**config.mk**
```make
export PLATFORM = sky130hd
export DESIGN_NAME = chicken_datapath
export DESIGN_NICKNAME = d
export VERILOG_FILES = /design/src/rtl/chicken_datapath.sv
export SDC_FILE = /design/constraint.sdc
export NUM_CORES = 1
export LEC_CHECK = 0
export ABC_AREA = 1
export ABC_CLOCK_PERIOD_IN_PS = 3060
export CORE_MARGIN = 8
export CORE_UTILIZATION = 44
export CTS_CLUSTER_SIZE = 20
export DETAILED_ROUTE_END_ITERATION = 16
export PLACE_DENSITY = 0.67
export SKIP_LAST_GASP = 1
export SLEW_MARGIN = 5
export SYNTH_ARGS = -nofsm -noshare
export SYNTH_HDL_FRONTEND = slang
export SYNTH_SLANG_ARGS = --single-unit
```
**constraint.sdc**
```tcl
create_clock -name clk -period 3.06 [get_ports clk]
set_input_delay 0.459 -clock clk [delete_from_list [all_inputs] [get_ports clk]]
set_output_delay 0.459 -clock clk [all_outputs]
set_load 0.1 [all_outputs]
```
**src/rtl/chicken_datapath.sv**
```systemverilog
// chicken_datapath
//   Game datapath for the Chicken Cha-Cha-Cha board game. It is the responder
//   half of the game control interface. It decodes the controller state code M
//   and player count N, holds the board, card and chicken state, and returns
//   the c / go / win flags that drive the controller's transitions.
//
// Handshake: there is no valid/ready pair. The controller's state code M is
//   treated as a one-hot command per cycle. A card capture happens on the edge
//   where M == WAIT_KEY and key != 0. The resulting go/win flags are registered
//   on that edge, so they are stable throughout the following JUDGE and MOVE
//   cycles.
//
// Ports:
//   clk           in   system clock
//   rst           in   synchronous reset, active-low
//   start         in   start button level (echoed to c while IDLE)
//   key           in   card select, 0 = no press, 1..CARDS = card
//   M             in   controller state code
//   N             in   player count (0 = 4 players, 1 is treated as 2)
//   c             out  start request to the controller
//   go            out  last captured card matched the target tile
//   win           out  current player has won
//   cur_player    out  player whose turn it is
//   pos_bus       out  chicken positions, player p at [p*PW +: PW]
//   target_animal out  animal on the tile ahead of the current chicken (comb)

module chicken_datapath #(
  parameter int unsigned BOARD_LEN = 16,
  parameter int unsigned CARDS     = 12,
  parameter int unsigned ANIMALS   = 4,
  parameter int unsigned WIN_STEPS = 16,
  localparam int unsigned PW = $clog2(BOARD_LEN),
  localparam int unsigned SW = $clog2(WIN_STEPS) + 1
) (
  input  logic            clk,
  input  logic            rst,
  input  logic            start,
  input  logic [3:0]      key,
  input  logic [2:0]      M,
  input  logic [1:0]      N,
  output logic            c,
  output logic            go,
  output logic            win,
  output logic [1:0]      cur_player,
  output logic [4*PW-1:0] pos_bus,
  output logic [1:0]      target_animal
);

  // Decoded controller state; kept as a named signal so checkers can bind
  // to it directly.
  typedef enum logic [2:0] {
    ST_IDLE     = 3'b000,
    ST_PLAYERS  = 3'b001,
    ST_SETUP    = 3'b010,
    ST_WAIT_KEY = 3'b011,
    ST_JUDGE    = 3'b100,
    ST_PASS     = 3'b101,
    ST_MOVE     = 3'b110,
    ST_DONE     = 3'b111
  } state_t;

  localparam logic [3:0]    CARDS_K = 4'(CARDS);
  localparam logic [SW-1:0] WIN_K   = SW'(WIN_STEPS);

  state_t m_state;
  assign m_state = state_t'(M);

  logic [PW-1:0] pos   [4];
  logic [SW-1:0] steps [4];

  // Fixed animal maps; no shuffling.
  function automatic logic [1:0] tile_animal(input logic [PW-1:0] t);
    return 2'((32'(t) * 32'd3) % ANIMALS);
  endfunction

  function automatic logic [1:0] card_animal(input logic [3:0] k);
    return 2'((32'(k) - 32'd1) % ANIMALS);
  endfunction

  function automatic logic [PW-1:0] home_pos(input int p);
    return PW'((32'(p) * BOARD_LEN) / 32'd4);
  endfunction

  logic [PW-1:0] cur_pos;
  logic [PW-1:0] next_tile;
  logic [SW-1:0] cur_steps;
  logic          key_valid;
  logic          match;
  logic          win_next;
  logic [2:0]    players;
  logic [1:0]    next_player;

  // BOARD_LEN is a power of two, so the PW-bit add wraps the ring for free.
  assign cur_pos       = pos[cur_player];
  assign next_tile     = cur_pos + PW'(1);
  assign cur_steps     = steps[cur_player];
  assign target_animal = tile_animal(next_tile);

  assign key_valid = (key != 4'd0) && (key <= CARDS_K);
  assign match     = key_valid && (card_animal(key) == target_animal);
  assign win_next  = match && ((cur_steps + SW'(1)) == WIN_K);

  always_comb begin
    players = 3'd2;
    case (N)
      2'd0:    players = 3'd4;
      2'd1:    players = 3'd2;
      2'd2:    players = 3'd2;
      default: players = 3'd3;
    endcase
  end

  // Using >= rather than == also recovers a cur_player that is out of range
  // after N was lowered mid-game.
  always_comb begin
    next_player = cur_player + 2'd1;
    if (({1'b0, cur_player} + 3'd1) >= players) next_player = 2'd0;
  end

  always_comb begin
    pos_bus = '0;
    for (int p = 0; p < 4; p++) pos_bus[p*PW +: PW] = pos[p];
  end

  always_ff @(posedge clk) begin
    if (!rst) begin
      c          <= 1'b0;
      go         <= 1'b0;
      win        <= 1'b0;
      cur_player <= 2'd0;
      for (int p = 0; p < 4; p++) begin
        pos[p]   <= home_pos(p);
        steps[p] <= '0;
      end
    end else begin
      c <= (m_state == ST_IDLE) ? start : 1'b0;
      case (m_state)
        ST_SETUP: begin
          for (int p = 0; p < 4; p++) begin
            pos[p]   <= home_pos(p);
            steps[p] <= '0;
          end
          cur_player <= 2'd0;
          go         <= 1'b0;
          win        <= 1'b0;
        end
        ST_WAIT_KEY: begin
          // Capture edge: the controller moves to JUDGE on this same edge.
          if (key != 4'd0) begin
            go  <= match;
            win <= win_next;
          end
        end
        ST_PASS: begin
          cur_player <= next_player;
          go         <= 1'b0;
        end
        ST_MOVE: begin
          pos[cur_player] <= cur_pos + PW'(1);
          if (cur_steps != WIN_K) steps[cur_player] <= cur_steps + SW'(1);
          go <= 1'b0;
        end
        default: begin
          // IDLE, PLAYERS, JUDGE and DONE hold all game state.
        end
      endcase
    end
  end

endmodule

```
==> flow_summary.ini, run 1 <==
[outcome]
outcome = complete, no violations

[timing]
timing.fmax_mhz = 352
skew_ns = 0.00823
min_period_ns = 2.84
worst_pin_slew_ns = 0.569
slew-limit-headroom_pct = 62.0
period_share_pct = 92.8
grt_setup_unrepaired = false
final.setup.worst_slack_ns = 0.222
report.final.hold_viol_count = 0
final-setup-viol-count = 0
tns_ns = 0
drv_slew = 0

[worst_setup_path]
cp.arrival_ns = 2.38
r2r_end = go
cp-end-kind = output port
r2r_slack_ns = 0.76
crit_type = register to output port
cp_max_fo = 14
critPathLaunchType = register
cp.required_ns = 2.60
rr_worst_depth = 13

[floorplan]
die_area_um2 = 8160
die_h_um = 90.4
rows = 27
coreArea_um2 = 5440
io_pins = 35
die_w_um = 90.4
start_util_pct = 44.7

[global_routing]
antenna_found_initial = 0
grt_max_degree = 19
grt_pass1_wl_um = 9270
grt_pass1_vias = 1855
track_usage_pct = 14.0
grt_overflow = 0

[synth]
netlist_area_um2 = 2430
syn_avg_cell_area_um2 = 8.72
synth_common_cells = 85 x nand2_1, 42 x nor2_1, 36 x edfxtp_1, 22 x nand3_1, 18 x inv_1
synth_most_common_cell = nand2_1
yosysTopAreaCell = edfxtp_1
yosys_warnings = 0
synthTopCellsByArea = edfxtp_1 44%, nand2_1 13%, nor2_1 6.5%
yosys_most_used_dff = edfxtp_1
ys_seq_area_share_pct = 50.2
syn-num-nets = 303
syn-instance-count = 279
synth-edff-count = 36
synth_top_area_share_pct = 44.4
ys_ff_latch = 43
post_synth_num_cell_types = 26
async_flop_share_pct = 0

[power_and_ir_drop]
power.density_nw_per_um2 = 467
vdd_drop_max_v = 0.000192
p_leak_nw = 1.26
total_power_mw = 1.33

[cts]
cts_max_path_buffers = 2
cts.sinks = 43
clk_pin_slew_ns = 0.09
numCtsBuffers = 5
cts_tree = done
clk_latency_ns = 0.30
h-tree-depth = 2
cts-root-buf = clkbuf_8

[place]
portBuffers = 34
detailedPlace.worstSlack_ns = 0.527
gp_congestion = 0.929
dpl.hpwl_um = 4250

[drt]
routed_wl_um = 5530
drc = 0
vias_per_cell = 4.95
ant_nets = 0
drtIter0Drc = 112
via_count = 1922
wl_per_cell_um = 14.3
drtPass1Iterations = 4

[job]
maxCapViolations = 0

[hold_path]
whs_path_depth = 2
hold_class = register to register
whs_endpoint = win
min_from = win

[layout]
diodes = 0
area_growth_pct = 17.4
layout.nets = 339
multi_input_area_um2 = 1040
drive_above_1_share_pct = 20.6
n_fill_cell = 521
seq_area_um2 = 1220
==> logic make-up after synthesis <==
group	after synthesis	synth area share [%]
AO/OA/AOI/OAI	14	3.19
AND/OR/NAND/NOR	171	31.8
adder cells (fa/ha/maj)	12	6.17
buffers and inverters	36	6.94
flip-flops	43	50.2
XOR/XNOR	3	1.70
==> layout by cell type, fill, tap and decap left out, drive strengths merged <==
cell           count
xnor2              1
nor2              44
clkdlybuf4s50     11
clkinvlp           1
clkbuf             6
nand3             27
nor3               3
a21oi              6
edfxtp            36
nand2             94
ha                12
nand4              3
buf               24
dfxtp              7
inv               29
o22ai              1
xor2               2
clkinv             2
o21ai              7
==> metal layers <==
metal,GRT usage [%],wire length (um)
met4,4.99,77
met5,0,0
met3,3.99,316
met1,18.5,2660
met2,21.2,2480
==> layout make-up <==
class                   instances  share of cell area [%]
flip-flops and latches         43                    42.8
repair buffers                 35                    10.6
clock inverters                 2                   0.438
clock buffers                   6                    2.54
well taps                      72                    3.16
inverters                      30                    3.94
multi-input cells             200                    36.5
==> worst max path at each step <==
stage / from / slack (ns) / endpoint
6_report: register / 0.22 / target_animal[1]
5_1_grt: register / 0.03 / target_animal[1]
4_1_cts: register / 0.17 / target_animal[1]
3_5_place_dp: register / 0.53 / target_animal[1]
3_3_place_gp: register / 0.66 / target_animal[1]
2_1_floorplan: pos[1][0] / 0.15 / target_animal[1]
==> what timing repair did <==
item | in CTS | in global routing
hold buffers | 0 | 0
resized for setup | 0 | 1
setup buffers | 0 | 0
setup endpoints to repair | 0 | 1
==> critical path, stage by stage, from the launching register on <==
cell	delay, ns
dfxtp_1	0.69
inv_2	0.22
nand3_2	0.16
nand2_4	0.09
inv_2	0.12
ha_1	0.26
inv_1	0.15
nand2_1	0.09
nand2_1	0.13
buf_12	0.19
==> sequential cells by signal, indices dropped and copies added, names as in the netlist, named ones only <==
| signal | cells |
|---|---|
| steps | 20 |
| cur_player | 2 |
| go | 1 |
| win | 1 |
| c | 1 |
| pos | 16 |
==> where the power goes <==
group | leakage, nW | internal [mW] | switching, mW
combinational | 0.795 | 0.0794 | 0.225
clock | 0.0412 | 0.160 | 0.198
sequential | 0.422 | 0.658 | 0.0140
total | 1.26 | 0.897 | 0.437
==> per-stage QoR <==
step	instances	hold WS, ns	instance area, um2	util, %
final	388	0.492	2860	52.5
after global routing	388	0.527	2860	52.5
after CTS	388	0.497	2850	52.5
after detailed placement	380	0.482	2770	50.9
after global placement	380	0.476	2770	50.9
after floorplan	279	0.536	2430	-
No activity file was read; power rests on OpenSTA's default activity.
==> inputs of run 2 (changes only) <==
--- a/config.mk
+++ b/config.mk
@@ -7,8 +7,10 @@
 export LEC_CHECK = 0
 export ABC_AREA = 1
 export ABC_CLOCK_PERIOD_IN_PS = 3060
+export CAP_MARGIN = 25
 export CORE_MARGIN = 8
 export CORE_UTILIZATION = 44
+export CTS_CLUSTER_DIAMETER = 200
 export CTS_CLUSTER_SIZE = 20
 export DETAILED_ROUTE_END_ITERATION = 16
 export PLACE_DENSITY = 0.67
==> results of run 2 <==
The final DEF is identical to that of run 1; final timing and power are the same.
